`src/rtl/countdown_sequencer.sv`:
```
// Countdown sequencer: BCD mm:ss timer controlled by add/sub/start/stop buttons.
// Runs down once per prescaler tick, raises an alarm at 00:00, and then
// auto-clears the alarm after ALARM_SECS ticks.
//
// state   | meaning
// --------+-----------------------------------------------------------
// S_IDLE  | stopped; minutes adjustable; start runs if time nonzero
// S_RUN   | counting down one second per tick
// S_PAUSE | time frozen; minutes adjustable; start resumes, stop clears
// S_ALARM | time is 00:00; alarm held for ALARM_SECS ticks or until ack
module countdown_sequencer #(
    parameter int TICK_DIV   = 50000000,
    parameter int ALARM_SECS = 10
) (
    input  logic        clk,
    input  logic        reset_n,
    input  logic        add,
    input  logic        sub,
    input  logic        start,
    input  logic        stop,
    output logic [15:0] out_final,
    output logic        running,
    output logic        paused,
    output logic        alarm,
    output logic        tick
);

    localparam int PW = (TICK_DIV > 1) ? $clog2(TICK_DIV) : 1;
    localparam logic [PW-1:0] PRESC_TC = PW'(TICK_DIV - 1);
    localparam logic [7:0]    ALARM_TC = 8'(ALARM_SECS - 1);

    typedef enum logic [1:0] {S_IDLE, S_RUN, S_PAUSE, S_ALARM} state_t;

    state_t         state, state_nxt;
    logic [PW-1:0]  presc, presc_nxt;
    logic [7:0]     alarm_cnt, alarm_cnt_nxt;
    logic [15:0]    time_nxt;
    logic           add_q, sub_q, start_q, stop_q;
    logic           add_e, sub_e, start_e, stop_e;
    logic           tc_hit;

    // Minutes +1 in BCD, saturating at 99; seconds untouched.
    function automatic logic [15:0] min_inc(input logic [15:0] t);
        logic [15:0] r;
        r = t;
        if (t[15:8] == 8'h99)
            r = t;
        else if (t[11:8] == 4'd9) begin
            r[11:8]  = 4'd0;
            r[15:12] = t[15:12] + 4'd1;
        end else
            r[11:8] = t[11:8] + 4'd1;
        return r;
    endfunction

    // Minutes -1 in BCD, saturating at 00; seconds untouched.
    function automatic logic [15:0] min_dec(input logic [15:0] t);
        logic [15:0] r;
        r = t;
        if (t[15:8] == 8'h00)
            r = t;
        else if (t[11:8] == 4'd0) begin
            r[11:8]  = 4'd9;
            r[15:12] = t[15:12] - 4'd1;
        end else
            r[11:8] = t[11:8] - 4'd1;
        return r;
    endfunction

    // One-second BCD decrement; only called with a time above 00:01.
    function automatic logic [15:0] sec_dec(input logic [15:0] t);
        logic [15:0] r;
        r = t;
        if (t[3:0] != 4'd0)
            r[3:0] = t[3:0] - 4'd1;
        else begin
            r[3:0] = 4'd9;
            if (t[7:4] != 4'd0)
                r[7:4] = t[7:4] - 4'd1;
            else begin
                r[7:4] = 4'd5;
                if (t[11:8] != 4'd0)
                    r[11:8] = t[11:8] - 4'd1;
                else begin
                    r[11:8]  = 4'd9;
                    r[15:12] = t[15:12] - 4'd1;
                end
            end
        end
        return r;
    endfunction

    assign add_e   = add   & ~add_q;
    assign sub_e   = sub   & ~sub_q;
    assign start_e = start & ~start_q;
    assign stop_e  = stop  & ~stop_q;
    assign tc_hit  = ((state == S_RUN) || (state == S_ALARM)) && (presc == PRESC_TC);

    // Next-state, next-time and counter decisions; stop has priority over start and tick.
    always_comb begin
        state_nxt     = state;
        time_nxt      = out_final;
        alarm_cnt_nxt = alarm_cnt;
        case (state)
            S_IDLE: begin
                if (stop_e) begin
                    state_nxt = S_IDLE;
                end else if (start_e) begin
                    if (out_final != 16'h0000)
                        state_nxt = S_RUN;
                end else if (add_e && !sub_e)
                    time_nxt = min_inc(out_final);
                else if (sub_e && !add_e)
                    time_nxt = min_dec(out_final);
            end
            S_PAUSE: begin
                if (stop_e) begin
                    state_nxt = S_IDLE;
                    time_nxt  = 16'h0000;
                end else if (start_e)
                    state_nxt = S_RUN;
                else if (add_e && !sub_e)
                    time_nxt = min_inc(out_final);
                else if (sub_e && !add_e)
                    time_nxt = min_dec(out_final);
            end
            S_RUN: begin
                if (stop_e)
                    state_nxt = S_PAUSE;
                else if (tc_hit) begin
                    if (out_final <= 16'h0001) begin
                        time_nxt  = 16'h0000;
                        state_nxt = S_ALARM;
                    end else
                        time_nxt = sec_dec(out_final);
                end
            end
            S_ALARM: begin
                time_nxt = 16'h0000;
                if (start_e || stop_e)
                    state_nxt = S_IDLE;
                else if (tc_hit) begin
                    if (alarm_cnt == ALARM_TC)
                        state_nxt = S_IDLE;
                    else
                        alarm_cnt_nxt = alarm_cnt + 8'd1;
                end
            end
            default: state_nxt = S_IDLE;
        endcase

        // Counters restart on every state change; prescaler idles outside RUN/ALARM.
        if (state_nxt != state)
            alarm_cnt_nxt = 8'd0;
        if ((state_nxt != state) || !((state == S_RUN) || (state == S_ALARM)) || tc_hit)
            presc_nxt = '0;
        else
            presc_nxt = presc + PW'(1);
    end

    // State, time, counters, edge history and registered status flags.
    always_ff @(posedge clk or negedge reset_n) begin
        if (!reset_n) begin
            state     <= S_IDLE;
            out_final <= 16'h0000;
            presc     <= '0;
            alarm_cnt <= 8'd0;
            add_q     <= 1'b0;
            sub_q     <= 1'b0;
            start_q   <= 1'b0;
            stop_q    <= 1'b0;
            running   <= 1'b0;
            paused    <= 1'b0;
            alarm     <= 1'b0;
            tick      <= 1'b0;
        end else begin
            state     <= state_nxt;
            out_final <= time_nxt;
            presc     <= presc_nxt;
            alarm_cnt <= alarm_cnt_nxt;
            add_q     <= add;
            sub_q     <= sub;
            start_q   <= start;
            stop_q    <= stop;
            running   <= (state_nxt == S_RUN);
            paused    <= (state_nxt == S_PAUSE);
            alarm     <= (state_nxt == S_ALARM);
            tick      <= tc_hit;
        end
    end

endmodule

```
`config.mk`:
```
export PLATFORM = sky130hd
export DESIGN_NAME = countdown_sequencer
export DESIGN_NICKNAME = d
export VERILOG_FILES = /design/src/rtl/countdown_sequencer.sv
export SDC_FILE = /design/constraint.sdc
export NUM_CORES = 1
export LEC_CHECK = 0
export CAP_MARGIN = 10
export CORE_MARGIN = 1.5
export CORE_UTILIZATION = 37
export CTS_CLUSTER_DIAMETER = 120
export DETAILED_ROUTE_END_ITERATION = 10
export PLACE_DENSITY = 0.62
export SYNTH_ARGS = -nofsm -noshare
export SYNTH_HDL_FRONTEND = slang
export SYNTH_SLANG_ARGS = --single-unit
```
`constraint.sdc`:
```
create_clock -name clk -period 2.1 [get_ports clk]
set_clock_uncertainty 0.2 [all_clocks]
set_input_delay 0.63 -clock clk [delete_from_list [all_inputs] [get_ports clk]]
set_output_delay 0.63 -clock clk [all_outputs]
set_load 0.1 [all_outputs]
```
==> reports/results.txt, run 1 <==
Worst path slowest cell: clkdlybuf4s50_1
Gr usage total: 0.2101
Worst Setup Path Type: input pin to flip-flop
DRT Wirelength: 10.32 mm
Count of different cell masters after synthesis: 64
Yosys warnings: 0
Setup TNS: -2.869 ns
Dpl hpwl: 6.908 mm
Hold WC Path Type: flip-flop to flip-flop
Clock sink count: 60
Initial Util: 0.3866
Number of global-route vias before repair: 3,499
Max-Cap Viols: 0
Fin worst setup slack: -0.1675 ns
Bufs and invs on worst path: 1
Pre-CTS setup slack: -0.6269 ns
Slew HR: 0.6880
Min cycle time layout: 2.268 ns
Fmax: 0.4410 GHz
Setup violations, final: 33
Drt first pass iters: 4
# DRC: 0
FF+latch count, synth: 60
Average cell area after synthesis: 8.992 sq um
CP cell instances: clkdlybuf4s50_1 -> and2b_2 -> and2_1 -> a22o_1 -> a22oi_1 -> o21ai_1 -> a221o_1
Die height: 101.7 um
Post-synth ARST share: 1.000
Core area: 9328 sq um
Initial antenna violation count: 0
Die ar.: 10,350 sq um
Clk_lat worst skew: 0.36 ns
Largest stage delay, worst path: 0.41 ns
Clock Path Buffers: 2
Final RePlAce weighted congestion: 0.9095
Ant diodes: 0
Post-synth top area share: 0.4164
P_leak: 0.002475 uW
Post-synth EDFFs: 0
Worst-margin pin slew: 0.4645 ns
Drt wl/cell: 15.15 um
Fin. Hold Viols: 0
Failing checks: negative setup slack
Via count: 3,545
Final core utilization: 0.6212
Cell family with most CP delay: compound AO/OA/AOI/OAI gates
Area contributors post-synth: dfrtp_1 42%, nor2_1 5.8%, nand2_1 4.1%
Synth top cells by count: 60 x dfrtp_1, 56 x nor2_1, 39 x nand2_1
CTS tree: done
Hold Slack: 0.3446 ns
H-Tree Level Count: 3
Largest net degree at the start of global routing: 34
Post-synth top area cell: dfrtp_1
Root Buffer: clkbuf_8
Fin crit share: 1.080
Slew Viols, Final: 0
Avg Vias per Cell: 5.206
Gr ovfl total: 0
Seq/Total Area, Yosys: 0.4164
Final ANT Viol Nets: 0
Total power: 5170 uW
FP Rows: 35
Status: finished with violations
Mapped cell area: 3606 sq um
Worst vdd ir: 862.6 uV
Peak fanout along the critical path: 4
Arr. time, crit path: 2.31 ns
TritonCTS buffer count: 9
Syn nets: 413
P&R area growth vs syn: 60.69%
Port Buffer Count: 25
Crit end category: flip-flop
Worst Setup Start Kind: input pin
PD cells: 892.3 nW/um^2
First-pass GRT wire length: 16.90 mm
Clk pin slew, worst setup/hold paths: 0.08 ns
Layout cells sized above 1: 0.4601
Die X: 101.7 um
I/O pins: 26
RSZ-0062 raised after global routing: true
Initial DRC Count: 125
Post-synth top flop: dfrtp_1
NumNets Final: 559
Top-count cell post-synth: dfrtp_1
CP Data Required Time: 2.14 ns
Post-Syn Instances: 401
-- worst paths after layout --
kind / start / to / slack, ns / depth (start not counted)
max in group asynchronous: reset_n / out_final[0] / 0.79 / 3
setup / recovery: add / out_final[10] / -0.17 / 7
hold reg to reg: out_final[2] / out_final[2] / 0.34 / 2
hold / removal: out_final[2] / out_final[2] / 0.34 / 2
setup reg to reg: out_final[13] / out_final[13] / -0.14 / 8
min in group asynchronous: reset_n / presc[23] / 0.44 / 2
-- registers in the layout (all words and copies together), names as in the netlist, 2 cells and up --
signal	cells
alarm_cnt	8
out_final	16
presc	26
state	2
-- cells in the final DEF, fill, tap and decap left out, types with 5 or more instances in the layout --
cell type / instances
clkbuf_8: 9
dfrtp_1: 44
nand2b_1: 7
xnor2_1: 11
inv_1: 6
nor2_4: 6
buf_6: 11
nor2_1: 47
and3_1: 5
nand3_1: 14
nand2_1: 35
a21oi_1: 14
buf_4: 113
dfrtp_2: 10
buf_12: 23
a21oi_2: 7
dfrtp_4: 6
xor2_1: 12
o211ai_1: 5
or3_1: 5
nor2b_1: 5
nand4_1: 11
o21ai_0: 14
o21ai_1: 11
-- metrics by stage --
| step | area (sq um) | cells |
|---|---|---|
| floorplan | 3701 | 401 |
| global placement | 5055 | 643 |
| detailed placement | 5055 | 643 |
| CTS | 5504 | 669 |
| global route | 5794 | 681 |
| finish | 5794 | 681 |
-- worst min-delay path: cells and delay by family, from the launching register on --
| family | cells | cell delay, ns |
|---|---|---|
| AND/OR/NAND/NOR | 1 | 0.06 |
| flip-flops | 1 | 0.39 |
| AO/OA/AOI/OAI | 1 | 0.07 |
-- cell families after synthesis --
group | synth area share
AOI/OAI and AO/OA | 0.1686
xor gates and xnor gates | 0.06558
DFF | 0.4164
and+or+nand+nor | 0.2932
buffers and inverters | 0.03227
muxes | 0.003123
adders and majority gates | 0.02082
-- where the power goes --
group	switching, uW	internal [uW]	leakage, uW
registers	102	1280	0.000787
logic	1520	1140	0.00159
clock network	561	568	0.0000988
-- area by class of cell --
type,instances,area (sq um)
clock buffers,9,123.9
clock inverters,7,82.58
fillers,751,3533
inverters,8,35.03
multi-input cells,314,2344
flip-flops and latches,60,1536
well taps,129,161.4
repair buffers,154,1511
-- timing repair --
item,4_1_cts,5_1_grt
hold buffers,1,0
cloned,0,1
hold endpoints to repair,5,0
gates resized for setup,52,37
pin swaps,20,15
buffers inserted,10,12
setup endpoints to repair,53,55
-- routing by layer --
metal,GRT usage,wire (um),vias to the layer above
li1,-,-,1737
met1,0.2875,4681,1740
met2,0.3405,5233,53
met3,0.03106,228,15
met4,0.07265,175,0
met5,0,0,-
Note: power is estimated with default switching activity, not from simulation.
==> run 2, diff against run 1 <==
ABC_CLOCK_PERIOD_IN_PS = 2100   (was unset)
==> results of run 2 <==
The final DEF is identical to that of run 1; final timing and power are the same.
